==> config.mk <==
export PLATFORM = sky130hd
export DESIGN_NAME = instruction_fetch
export DESIGN_NICKNAME = d
export VERILOG_FILES = /design/src/rtl/instruction_fetch.sv
export SDC_FILE = /design/constraint.sdc
export NUM_CORES = 1
export LEC_CHECK = 0
export CAP_MARGIN = 15
export CORE_UTILIZATION = 47
export DETAILED_ROUTE_END_ITERATION = 8
export PLACE_DENSITY = 0.84
export SLEW_MARGIN = 10
export SYNTH_ARGS = -nofsm -noshare
export SYNTH_HDL_FRONTEND = slang
export SYNTH_SLANG_ARGS = --single-unit
==> constraint.sdc <==
create_clock -name Clk -period 5.2 [get_ports Clk]
set_clock_uncertainty 0.05 [all_clocks]
set_input_delay 1.04 -clock Clk [delete_from_list [all_inputs] [get_ports Clk]]
set_output_delay 1.04 -clock Clk [all_outputs]
set_load 0.005 [all_outputs]
==> src/rtl/instruction_fetch.sv <==
// rtl/instruction_fetch.sv - MIPS instruction-fetch stage with IF/ID pipeline register (optional IF_DELAY_SLOT_EN)

module instruction_fetch #(
   parameter logic [31:0] RESET_PC = 32'h0000_0000,
   parameter logic [31:0] NOP_WORD = 32'h0000_0000
) (
   input  logic        Clk,
   input  logic        Reset,
   input  logic        PCWrite,
   input  logic        IFIDWrite,
   input  logic        PCSrc,
   input  logic [1:0]  J_JR_Branch_signal,
   input  logic [31:0] BranchTarget,
   input  logic [31:0] JumpRegTarget,
   input  logic [31:0] imem_rdata,
   output logic [31:0] imem_addr,
   output logic [31:0] Instruction1,
   output logic [31:0] PCAddResult_out,
   output logic        IFIDValid
);

   localparam logic [1:0] KIND_BRANCH = 2'b00;
   localparam logic [1:0] KIND_JUMP   = 2'b01;
   localparam logic [1:0] KIND_JREG   = 2'b10;
   localparam logic [1:0] KIND_NONE   = 2'b11;

   logic [31:0] pc;
   logic [31:0] pcPlus4;
   logic [31:0] jumpTarget;
   logic [31:0] jumpRegAligned;
   logic [31:0] redirectTarget;
   logic        redirectTaken;
   logic        flush;

   logic [31:0] instrReg;
   logic [31:0] pcPlus4Reg;
   logic        validReg;

   assign pcPlus4   = pc + 32'd4;
   assign imem_addr = {pc[31:2], 2'b00};

   // Jump targets are formed from the instruction already sitting in IF/ID.
   assign jumpTarget     = {pcPlus4Reg[31:28], instrReg[25:0], 2'b00};
   assign jumpRegAligned = JumpRegTarget & 32'hFFFF_FFFC;

   // A redirect requested during a stall is dropped; decode re-asserts it afterwards.
   assign redirectTaken = PCSrc && PCWrite && (J_JR_Branch_signal != KIND_NONE);

`ifdef IF_DELAY_SLOT_EN
   // The instruction fetched alongside the redirect is the delay slot and must execute.
   assign flush = 1'b0;
`else
   assign flush = redirectTaken;
`endif

   // Select the redirect destination by kind.
   always_comb begin
      redirectTarget = pcPlus4;
      case (J_JR_Branch_signal)
         KIND_BRANCH: redirectTarget = BranchTarget;
         KIND_JUMP:   redirectTarget = jumpTarget;
         KIND_JREG:   redirectTarget = jumpRegAligned;
         default:     redirectTarget = pcPlus4;
      endcase
   end

   // PC register: reset, stall hold, redirect, or sequential advance.
   always_ff @(posedge Clk) begin
      if (Reset) begin
         pc <= RESET_PC;
      end else if (!PCWrite) begin
         pc <= pc;
      end else if (redirectTaken) begin
         pc <= redirectTarget;
      end else begin
         pc <= pcPlus4;
      end
   end

   // IF/ID register: flush beats the IF/ID write enable so a stale fetch never reaches decode.
   always_ff @(posedge Clk) begin
      if (Reset) begin
         instrReg   <= NOP_WORD;
         pcPlus4Reg <= 32'h0000_0000;
         validReg   <= 1'b0;
      end else if (flush) begin
         instrReg   <= NOP_WORD;
         pcPlus4Reg <= pcPlus4;
         validReg   <= 1'b0;
      end else if (IFIDWrite) begin
         instrReg   <= imem_rdata;
         pcPlus4Reg <= pcPlus4;
         validReg   <= 1'b1;
      end
   end

   assign Instruction1    = instrReg;
   assign PCAddResult_out = pcPlus4Reg;
   assign IFIDValid       = validReg;

endmodule
* Word level (Yosys, flattened, before mapping)
Cells that the tools add are included.
** Word-level totals
- Register bits after elaboration :: 97
- Input bits :: 103
** Operators by class
- Reduce and logical (&&, ||, !) cells :: 5
- Muxes and demuxes :: 4
- Add/sub/neg operators :: 1
- Equal/unequal tests :: 3
** Operators by type and width (number)
- 32-bit two-way mux :: 3
- 32-bit case mux with 3 select lines :: 1
- 32-bit by 3-bit adder with 32-bit output (second input constant) :: 1
- 2-bit by 1-bit == test with 1-bit output (second input constant) :: 1
- 2-bit == test (second input constant) :: 1
- 1-bit logical AND :: 2
- 2-bit zero test :: 1
- 2-bit != test (second input constant) :: 1
- 2-bit nonzero test :: 1
- 2-bit OR reduction :: 1

* Logic depth before layout (Yosys ltp)
- Depth in word-level cells :: 3
- Mapped depth :: 8
- Mapped depth without buffers :: 6

* Worst setup path after synthesis
OpenSTA, ideal clock, no wires.
- Kind :: input to register
- Start point :: in J_JR_Branch_signal[0]
- End point :: reg pc[3]
- Arrival :: 2.276 ns
- Path buffers :: 3
- Data required time :: 5.022 ns
- Cell stages on the path :: 7
- Path slack :: 2.746 ns
- Cells stage by stage :: buf_2 > buf_2 > buf_1 > mux2i_1 > o21ai_0 > a222oi_1 > nor2_1
** On the way
- Word-level cells in the longest chain between the ends :: 3
** Ends and longest elaborated chain
- start: declaration :: line 12 : input logic [1:0] J_JR_Branch_signal,
- 2-bit == test, or another cell as far along :: line 59 : case (J_JR_Branch_signal)
- 32-bit case mux with 3 select lines or 1-bit logical AND (tied branches) :: line 59, 47
- 32-bit two-way mux * :: line 73 : end else if (redirectTaken) begin
- end signal: assignment :: line 72 : pc <= pc;
- end signal: assignment :: line 74 : pc <= redirectTarget;
- end signal: assignment :: line 76 : pc <= pcPlus4;
- end: declaration :: line 27 : logic [31:0] pc;
Every way passes the cells marked *; elsewhere a longest branch is shown, timed or not.
A chain may end at the register's enable or synchronous reset.

* Worst setup path after layout
- Start point :: in PCWrite
- End point :: reg pcPlus4Reg[27] (netlist: PCAddResult_out[27])
** On the way
- Word-level cells in the longest chain between the ends :: 3
** Ends and longest elaborated chain
- start: declaration :: line 9 : input logic PCWrite,
- 1-bit logical AND * (2 in a row) :: line 47 : assign redirectTaken = PCSrc && PCWrite && (J_JR_Branch_signal != KIND_NONE);
- 32-bit two-way mux or 2-bit nonzero test (tied branches)
- end signal: assignment :: line 88 : pcPlus4Reg <= pcPlus4;
- end signal: assignment :: line 92 : pcPlus4Reg <= pcPlus4;
- end: declaration :: line 36 : logic [31:0] pcPlus4Reg;
Marks and branches as above.

==> flow_summary.ini <==
[status]
status = finished, final reports clean

[critical_path]
worstPathRequired_ns = 5.40
crit_buf_inv = 2
endpoint_kind = flop
cp_slowest_cell = clkdlybuf4s50_1
critical_path_depth = 6
critPathArrivalTime_ns = 3.77
critPathTopFamily = buffers and inverters
r2r_end = pc[18]
worst_r2r_path_depth = 6
cpPeakStageDelay_ns = 0.86
r2r_slack_ns = 2.62
crit_path_start = PCWrite
endpoint = PCAddResult_out[27]
critPathMaxFanout = 22
cp_cell_sequence = clkdlybuf4s50_1 > and2_1 > a21o_1 > buf_4 > nor2_1 > a211oi_1
critPathLaunchType = input pin
path_class = in2reg
timing.rr.start = pc[2]

[pwr]
netSwitchingFraction_pct = 25.6
p_switching_mw = 0.485
irDropWorstVdd_mv = 0.198
pwr-share-clk_pct = 36.6
cellPowerDensity_nw_per_um2 = 256
comb_power_share_pct = 19.5
internal-power_mw = 1.41
power_leakage_nw = 2.76
pwr-share-seq_pct = 43.9

[synthesis]
yosys_warnings = 0
synth.area.top_cells = dfxtp_1 36%, mux2i_1 11%, nor2_1 6.6%
seq_area_frac_synth_pct = 36.0
synth_area_per_cell_um2 = 8.42
ys_dominant_reg_cell = dfxtp_1
async_flop_share_pct = 0
syn-cell-area_um2 = 5390
synth_top_area_cell = dfxtp_1
synth_edf_count = 0
synth.distinct_cells = 61
synth_top_area_share_pct = 36.0
ys_ff_latch = 97
syn_inst = 640

[cts]
cts_resized = 0
hold_buffers = 0
cts_tree = built
path_clk_slew_ns = 0.06
insertion_delay_ns = 0.34
cts_root_buf = clkbuf_16
post_cts_buffers = 0
clk_path_buf_depth = 2
cts_sinks = 97
h-tree-depth = 3
cts_buffers = 9

[sta]
period_needed_ns = 3.57
hold_viol = 0
worst_pin_slew_ns = 1.06
slew_violations = 0
final.setup.tns_ns = 0
fmax_mhz = 280
period_share_pct = 68.7
slew_headroom_pct = 29.1
rsz0062_at_grt = false
setup_viol = 0

[route]
drtPass1Iterations = 8
ant_nets = 0
routed_wl_um = 17100
drc = 0
routedWlPerCell_um = 18.6
num_vias = 5406
detail_route.iter0.violations = 476
vias_per_cell = 5.88

[floorplan]
rows = 38
start_util_pct = 49.1
die-width_um = 109
dieArea_um2 = 11900
ioPinCount = 200
coreArea_um2 = 11000
die_h_um = 109

[global_route]
grt_pass1_vias = 5123
grt_max_degree = 45
antenna_found_initial = 0
overflow = 0
grt_pass1_wl_um = 26600
grt_usage_pct = 29.2

[worst_hold_path]
hold_class = reg2reg
hold_depth = 2

[placement]
io_buffers = 195
place_area_um2 = 7110
gp_congestion = 0.916
dp.cells = 905
dp_hpwl_um = 12800

[final_layout]
layout_common_cells = 192 x clkdlybuf4s50_1, 97 x dfxtp_1, 94 x nor2_1
layout-drive-gt1-share_pct = 5.13
fin_area_um2 = 7410
layout.nets = 880
final_core_util_pct = 67.4
final_common_cell = clkdlybuf4s50_1
syn2layout_area_growth_pct = 37.5
fillCellCount = 875
antenna_cells = 0
layout.cells.non_filler = 919

[job]
drv_cap = 0
## power groups by stage
stage	combinational, mW	clock, mW	sequential [mW]
CTS	0.368	0.702	0.831
finish	0.370	0.695	0.832
global placement	0.357	0	0.843
global route	0.399	0.733	0.837
floorplan	0.181	0	0.838
detailed placement	0.366	0	0.847
## area by class of cell
type	count	area, µm²	area share [%]
Tap cell	140	175	2.36
Clock buffer	10	229	3.09
Timing Repair Buffer	205	2020	27.3
Inverter	12	45.0	0.608
Clock inverter	4	70.1	0.946
Multi-Input combinational cell	451	2920	39.4
Sequential cell	97	1940	26.2
## tightest hold or removal path, stage by stage (launching register included)
cell	delay, ns
dfxtp_1	0.31
nand2_1	0.05
a21oi_1	0.05
## cell usage after synthesis (2+ instances only)
cell type / n
dfxtp_1: 97
nor2_1: 95
mux2i_1: 58
nand2_1: 37
o21ai_0: 33
buf_4: 32
clkbuf_1: 29
a211oi_1: 28
a21oi_1: 25
a22oi_1: 17
nand3_1: 16
xnor2_1: 13
xor2_1: 13
inv_1: 11
nand3b_1: 11
buf_2: 10
nand4_1: 10
a31oi_1: 9
nor3_1: 9
and3_1: 7
nor4_1: 7
or3_1: 6
a32o_1: 5
o32ai_1: 5
mux2_2: 4
and2_1: 3
buf_1: 3
buf_6: 3
o22ai_1: 3
o2bb2ai_1: 3
a22o_1: 2
a311o_1: 2
and3_2: 2
nand3_2: 2
nand4_4: 2
nor4_4: 2
o31ai_1: 2
## per-stage QoR
step                      hold slack, ns  setup WS (ns)  power (mW)
after detailed placement           0.397           1.33        1.21
after global routing               0.421           1.43        1.97
after CTS                          0.408           1.68        1.90
final                              0.406           1.63        1.90
after global placement             0.394           1.42        1.20
after floorplan                    0.387           2.75        1.02
## worst min-delay path by stage
stage | start | endpoint | slack [ns]
after floorplan | pc[0] | PCAddResult_out[0] | 0.39
after global placement | PCAddResult_out[3] | PCAddResult_out[3] | 0.39
after detailed placement | PCAddResult_out[3] | PCAddResult_out[3] | 0.40
after CTS | PCAddResult_out[3] | PCAddResult_out[3] | 0.41
after global routing | pc[0] | PCAddResult_out[0] | 0.42
final | PCAddResult_out[3] | PCAddResult_out[3] | 0.41
## flip-flops by register name, indices dropped and copies added (netlist names)
| register | count |
|---|---|
| Instruction1 | 32 |
| pc | 32 |
| PCAddResult_out | 32 |
| IFIDValid | 1 |
## per-layer routing
metal	vias to the layer above	part of all wire (%)	wire length, µm	global-route usage [%]
met2	308	47	8030	47.2
met1	2503	39	6770	35.9
li1	2544	-	-	-
met3	51	10	1760	8.79
met4	0	3.4	574	12.5
met5	-	0	0	0
## cell families after synthesis
group | share of synthesized area [%]
flops | 36.0
buf+inv | 9.87
mux | 11.6
other cells | 0.0696
compound gates | 18.4
fa+ha+maj | 0.232
xor+xnor | 4.23
simple gates | 19.6
Note: power is estimated with default switching activity, not from simulation.
